==> src/rtl/mcu_bridge_pkg.sv <==
// Shared constants for the AHB-to-APB bridge: FSM encoding, HTRANS codes and PPROT bit positions.
// Also provides the HPROT to PPROT mapping used when a transfer is accepted.
package mcu_bridge_pkg;

    localparam logic [2:0] ST_IDLE   = 3'd0;
    localparam logic [2:0] ST_WAIT   = 3'd1;
    localparam logic [2:0] ST_SETUP  = 3'd2;
    localparam logic [2:0] ST_ACCESS = 3'd3;
    localparam logic [2:0] ST_DONE   = 3'd4;
    localparam logic [2:0] ST_ERR1   = 3'd5;
    localparam logic [2:0] ST_ERR2   = 3'd6;

    typedef enum logic [2:0] {
        S_IDLE   = ST_IDLE,
        S_WAIT   = ST_WAIT,
        S_SETUP  = ST_SETUP,
        S_ACCESS = ST_ACCESS,
        S_DONE   = ST_DONE,
        S_ERR1   = ST_ERR1,
        S_ERR2   = ST_ERR2
    } bridge_state_e;

    localparam logic [1:0] HTRANS_IDLE   = 2'b00;
    localparam logic [1:0] HTRANS_BUSY   = 2'b01;
    localparam logic [1:0] HTRANS_NONSEQ = 2'b10;
    localparam logic [1:0] HTRANS_SEQ    = 2'b11;

    localparam int PPROT_PRIV_BIT   = 0;
    localparam int PPROT_NSEC_BIT   = 1;
    localparam int PPROT_INSTR_BIT  = 2;

    localparam int HPROT_DATA_BIT   = 0;
    localparam int HPROT_PRIV_BIT   = 1;

    // AHB marks data accesses with HPROT[0]=1; APB marks instruction fetches with PPROT[2]=1.
    function automatic logic [2:0] map_pprot(input logic [3:0] hprot);
        logic [2:0] p;
        p                  = '0;
        p[PPROT_PRIV_BIT]  = hprot[HPROT_PRIV_BIT];
        p[PPROT_NSEC_BIT]  = 1'b0;
        p[PPROT_INSTR_BIT] = ~hprot[HPROT_DATA_BIT];
        return p;
    endfunction

endpackage

==> src/rtl/ahb_to_apb_bridge.sv <==
// AHB-Lite slave to APB master bridge, same clock; 4-cycle minimum transfer latency (+1 per APB wait state).
// Backpressure: HREADYOUT is held low from the data phase until the APB access completes; PREADY stretches ACCESS.
module ahb_to_apb_bridge (
    input  logic        HCLK,
    input  logic        HRESETn,
    input  logic        HSEL,
    input  logic [15:0] HADDR,
    input  logic [1:0]  HTRANS,
    input  logic        HWRITE,
    input  logic [2:0]  HSIZE,
    input  logic [3:0]  HPROT,
    input  logic        HREADY,
    input  logic [31:0] HWDATA,
    output logic        HREADYOUT,
    output logic [31:0] HRDATA,
    output logic        HRESP,
    output logic [15:0] PADDR,
    output logic        PSEL,
    output logic        PENABLE,
    output logic        PWRITE,
    output logic [31:0] PWDATA,
    output logic [2:0]  PPROT,
    input  logic [31:0] PRDATA,
    input  logic        PREADY,
    input  logic        PSLVERR
);
    import mcu_bridge_pkg::*;

    bridge_state_e state_q, state_d;

    logic        psel_q,      psel_d;
    logic        penable_q,   penable_d;
    logic        pwrite_q,    pwrite_d;
    logic [15:0] paddr_q,     paddr_d;
    logic [31:0] pwdata_q,    pwdata_d;
    logic [2:0]  pprot_q,     pprot_d;
    logic [31:0] hrdata_q,    hrdata_d;
    logic        hreadyout_q, hreadyout_d;
    logic        hresp_q,     hresp_d;

    logic accept;
    logic apb_done;
    logic unused_inputs;

    // Transfers are 32-bit only, so size and the low address bits carry no information here.
    assign unused_inputs = ^{HSIZE, HADDR[1:0], HTRANS[0], HPROT[3:2]};

    assign accept   = HSEL & HTRANS[1] & HREADY;
    assign apb_done = psel_q & penable_q & PREADY;

    always_comb begin
        state_d  = state_q;
        paddr_d  = paddr_q;
        pwrite_d = pwrite_q;
        pprot_d  = pprot_q;
        pwdata_d = pwdata_q;
        hrdata_d = '0;

        case (state_q)
            S_IDLE, S_DONE, S_ERR2: begin
                if (accept) begin
                    state_d  = S_WAIT;
                    paddr_d  = {HADDR[15:2], 2'b00};
                    pwrite_d = HWRITE;
                    pprot_d  = map_pprot(HPROT);
                end else begin
                    state_d  = S_IDLE;
                end
            end
            S_WAIT: begin
                state_d = S_SETUP;
                // Reads leave the last written data on PWDATA rather than sampling an undriven HWDATA.
                if (pwrite_q) begin
                    pwdata_d = HWDATA;
                end
            end
            S_SETUP: begin
                state_d = S_ACCESS;
            end
            S_ACCESS: begin
                if (apb_done) begin
                    if (PSLVERR) begin
                        state_d = S_ERR1;
                    end else begin
                        state_d = S_DONE;
                        if (!pwrite_q) begin
                            hrdata_d = PRDATA;
                        end
                    end
                end
            end
            S_ERR1: begin
                state_d = S_ERR2;
            end
            default: begin
                state_d = S_IDLE;
            end
        endcase

        // All bus-facing controls are registered decodes of the next state.
        psel_d      = (state_d == S_SETUP) || (state_d == S_ACCESS);
        penable_d   = (state_d == S_ACCESS);
        hreadyout_d = (state_d == S_IDLE) || (state_d == S_DONE) || (state_d == S_ERR2);
        hresp_d     = (state_d == S_ERR1) || (state_d == S_ERR2);
    end

    always_ff @(posedge HCLK or negedge HRESETn) begin
        if (!HRESETn) begin
            state_q     <= S_IDLE;
            psel_q      <= 1'b0;
            penable_q   <= 1'b0;
            pwrite_q    <= 1'b0;
            paddr_q     <= '0;
            pwdata_q    <= '0;
            pprot_q     <= '0;
            hrdata_q    <= '0;
            hreadyout_q <= 1'b1;
            hresp_q     <= 1'b0;
        end else begin
            state_q     <= state_d;
            psel_q      <= psel_d;
            penable_q   <= penable_d;
            pwrite_q    <= pwrite_d;
            paddr_q     <= paddr_d;
            pwdata_q    <= pwdata_d;
            pprot_q     <= pprot_d;
            hrdata_q    <= hrdata_d;
            hreadyout_q <= hreadyout_d;
            hresp_q     <= hresp_d;
        end
    end

    assign PSEL      = psel_q;
    assign PENABLE   = penable_q;
    assign PWRITE    = pwrite_q;
    assign PADDR     = paddr_q;
    assign PWDATA    = pwdata_q;
    assign PPROT     = pprot_q;
    assign HRDATA    = hrdata_q;
    assign HREADYOUT = hreadyout_q;
    assign HRESP     = hresp_q;

endmodule
==> config.mk <==
export PLATFORM = sky130hd
export DESIGN_NAME = ahb_to_apb_bridge
export DESIGN_NICKNAME = d
export VERILOG_FILES = /design/src/rtl/mcu_bridge_pkg.sv /design/src/rtl/ahb_to_apb_bridge.sv
export SDC_FILE = /design/constraint.sdc
export NUM_CORES = 1
export LEC_CHECK = 0
export BUFFER_PORTS_ARGS = -buffer_cell sky130_fd_sc_hd__buf_2
export CAP_MARGIN = 20
export CORE_MARGIN = 3
export CORE_UTILIZATION = 30
export DETAILED_ROUTE_END_ITERATION = 10
export PLACE_DENSITY = 0.62
export SYNTH_ARGS = -nofsm -noshare
export SYNTH_HDL_FRONTEND = slang
export SYNTH_SLANG_ARGS = --single-unit
==> constraint.sdc <==
create_clock -name HCLK -period 4.7 [get_ports HCLK]
set_input_delay 0.47 -clock HCLK [delete_from_list [all_inputs] [get_ports HCLK]]
set_output_delay 0.47 -clock HCLK [all_outputs]
set_load 0.005 [all_outputs]
==> results.py <==
metrics = {
    "status": {
        "outcome": "complete, no violations",
    },
    "die": {
        "io_pins": 184,
        "die_w_um": 111,
        "initial_utilization": 0.313,
        "num_rows": 37,
        "die_area_um2": 12300,
        "core_area_um2": 10500,
        "die_y_um": 111,
    },
    "timing": {
        "min_period_over_period": 0.371,
        "fin_skew_ns": 0.00933,
        "tightest_slew_ns": 0.608,
        "rsz0062_at_grt": "no",
        "layout_setup_ws_ns": 2.96,
        "drv_slew": 0,
        "max_freq_mhz": 573,
        "max-slew-margin-rel": 0.594,
        "finalSetupViolCount": 0,
        "period_needed_ns": 1.74,
        "hold_viol": 0,
        "tns_ns": 0,
    },
    "power_and_ir_drop": {
        "clock_power_share": 0.221,
        "p_leak_nw": 2.42,
        "p_sw_uw": 678,
        "p_comb_frac": 0.291,
        "p_int_mw": 1.67,
        "sw_frac_of_total": 0.289,
        "p_per_area_nw_per_um2": 527,
        "seqPwrFrac": 0.488,
        "ir_worst_vdd_mv": 0.191,
    },
    "placement": {
        "preCtsSetupSlack_ns": 2.93,
        "place_congestion": 0.797,
        "dpl_cell_area_um2": 4260,
        "dp_hpwl_um": 5760,
        "portBuffers": 172,
    },
    "global_routing": {
        "grt_pass1_wl_um": 12800,
        "antenna_found_initial": 0,
        "grt-ovfl-total": 0,
        "first_global_vias": 2500,
        "grt_use_total": 0.130,
        "grt_max_degree": 46,
    },
    "cts": {
        "clkSlewWorstSetupHoldPaths_ns": 0.09,
        "clk_latency_ns": 0.35,
        "cts-resized-gates": 0,
        "hold_buffers": 0,
        "cts_sinks": 88,
        "cts_setup_buffers": 0,
        "cts_root_buffer": "clkbuf_8",
        "cts_tree": "built",
        "htreeDepth": 3,
        "cts_buffer_depth": 2,
        "cts_buffers": 9,
    },
    "worst_setup_path": {
        "cpLargestDelayFamily": "simple AND/OR/NAND/NOR gates",
        "cp_slowest_cell": "nor2b_4",
        "cp-end-kind": "register",
        "cp_max_fo": 17,
        "cp-start-kind": "register",
        "worstPathArrival_ns": 1.97,
        "required_ns": 4.93,
        "path_class": "reg2reg",
        "cp_num_buf_inv": 0,
        "crit_path_cell_trace": "nand4b_4 -> nor2b_4 -> mux2_1",
        "cpPeakStageDelay_ns": 0.52,
    },
    "synth": {
        "synth_seq_cells": 88,
        "synth_top_area_frac": 0.661,
        "avgSynthCellArea_um2": 16.0,
        "syn_inst": 206,
        "synth_ff_type": "dfrtp_1",
        "synth_edf_count": 0,
        "synth_area_leaders": "dfrtp_1 66%, mux2_1 13%, and2_1 6.3%, mux2_4 4.1%, buf_6 1.4%",
        "synthMostInstantiatedCell": "dfrtp_1",
        "ys_seq_area_frac": 0.669,
        "synth_area_leader_cell": "dfrtp_1",
        "syn_area_um2": 3290,
        "synthArstFlopShare": 1.00,
        "synth_commonest_cells": "87 x dfrtp_1, 37 x mux2_1, 33 x and2_1",
        "post_synth_num_cell_types": 30,
        "yosys_warnings": 0,
    },
    "finish": {
        "synthToLayoutAreaGrowth_pct": 35.4,
        "final_area_um2": 4460,
        "final_util": 0.424,
        "num_antenna_cells": 0,
        "nets": 477,
        "drive_gt1_frac": 0.536,
    },
    "route": {
        "drt-pass1-iter-count": 4,
        "drc_errors": 0,
        "wl_um": 7680,
        "ant_nets": 0,
        "num_vias": 2234,
        "viasPerCell": 4.28,
        "wl_per_cell_um": 14.7,
        "drt_iter0_drc": 57,
    },
    "worst_hold_path": {
        "hp-class": "in2async",
    },
    "job": {
        "maxCapViolations": 0,
    },
}
layout by cell type (no fill, tap or decap), drive strengths merged:
cell type	synthesis	final
a211oi	1	1
nor2	3	3
o21ai	1	1
dfrtp	87	87
nand4	1	1
clkinv	0	3
o31a	1	1
mux2i	1	1
bufinv	0	1
clkinvlp	0	1
o211a	1	1
mux2	48	48
o21bai	1	1
and2	33	33
inv	3	3
nor4	1	1
a41oi	1	1
nand2b	2	2
dfstp	1	1
conb	1	3
nand4b	1	1
nor2b	1	1
and2b	1	1
nand3	1	1
nor4bb	1	1
buf	13	175
a21o	1	1
clkbuf	0	11
metal layers:
layer  part of all wire  GRT usage  wire length (um)
met5                  0          0                 0
met4              0.020     0.0583               157
met3              0.082     0.0415               631
met2               0.50      0.220              3860
met1               0.39      0.152              3020
power by group through the flow:
stage / registers [mW] / clock network (mW) / logic, mW
floorplan: 1.17 / 0 / 0.346
global placement: 1.15 / 0 / 0.688
detailed placement: 1.17 / 0 / 0.703
CTS: 1.15 / 0.554 / 0.705
global route: 1.19 / 0.579 / 0.763
finish: 1.15 / 0.519 / 0.684
worst paths after layout:
path / endpoint / slack [ns] / depth (start not counted) / startpoint
worst max-delay path: PADDR[2]$_DFFE_PN0P_ / 2.96 / 3 / state_q[0]$_DFF_PN0_
worst min-delay path: PWDATA[30]$_DFFE_PN0P_ / 0.11 / 1 / HRESETn
worst max register to register: PADDR[2]$_DFFE_PN0P_ / 2.96 / 3 / state_q[0]$_DFF_PN0_
worst min register to register: PADDR[3]$_DFFE_PN0P_ / 0.48 / 1 / PADDR[3]$_DFFE_PN0P_
max in group asynchronous: HREADYOUT$_DFF_PN1_ / 3.60 / 2 / HRESETn
min in group HCLK: PPROT[2]$_DFFE_PN0P_ / 0.30 / 2 / HPROT[0]
sequential cells by signal, indices dropped and copies added (netlist names):
| register | count |
|---|---|
| PADDR | 14 |
| PSEL | 1 |
| HRDATA | 32 |
| PWDATA | 32 |
| PENABLE | 1 |
| state_q | 3 |
| HREADYOUT | 1 |
| HRESP | 1 |
| PWRITE | 1 |
| PPROT | 2 |
cell type report:
| cell class | instances | area [um2] |
|---|---|---|
| fillers | 1006 | 6050 |
| flip-flops and latches | 88 | 2200 |
| multi-input cells | 104 | 991 |
| repair buffers | 175 | 886 |
| well taps | 136 | 170 |
| clock buffers | 11 | 141 |
| clock inverters | 5 | 56.3 |
| inverters | 3 | 11.3 |
cells by family after synthesis:
group | Yosys count | synth area share
buf+inv | 16 | 0.0369
compound gates | 7 | 0.0167
other cells | 1 | 0.00114
simple gates | 45 | 0.0988
flops | 88 | 0.669
mux | 49 | 0.177
worst reg2reg max path, cell delays in order (launching register included):
cell      delay, ns
dfrtp_1        0.48
nand4b_4       0.24
nor2b_4        0.52
mux2_1         0.39
metrics by stage:
stage               total power [mW]  hold WS [ns]  instances
finish                          2.35         0.113        522
global route                    2.53         0.145        522
CTS                             2.41         0.116        522
detailed placement              1.87         0.469        506
global placement                1.84         0.463        506
floorplan                       1.51         0.174        208
Power figures use the tool's default switching activity.
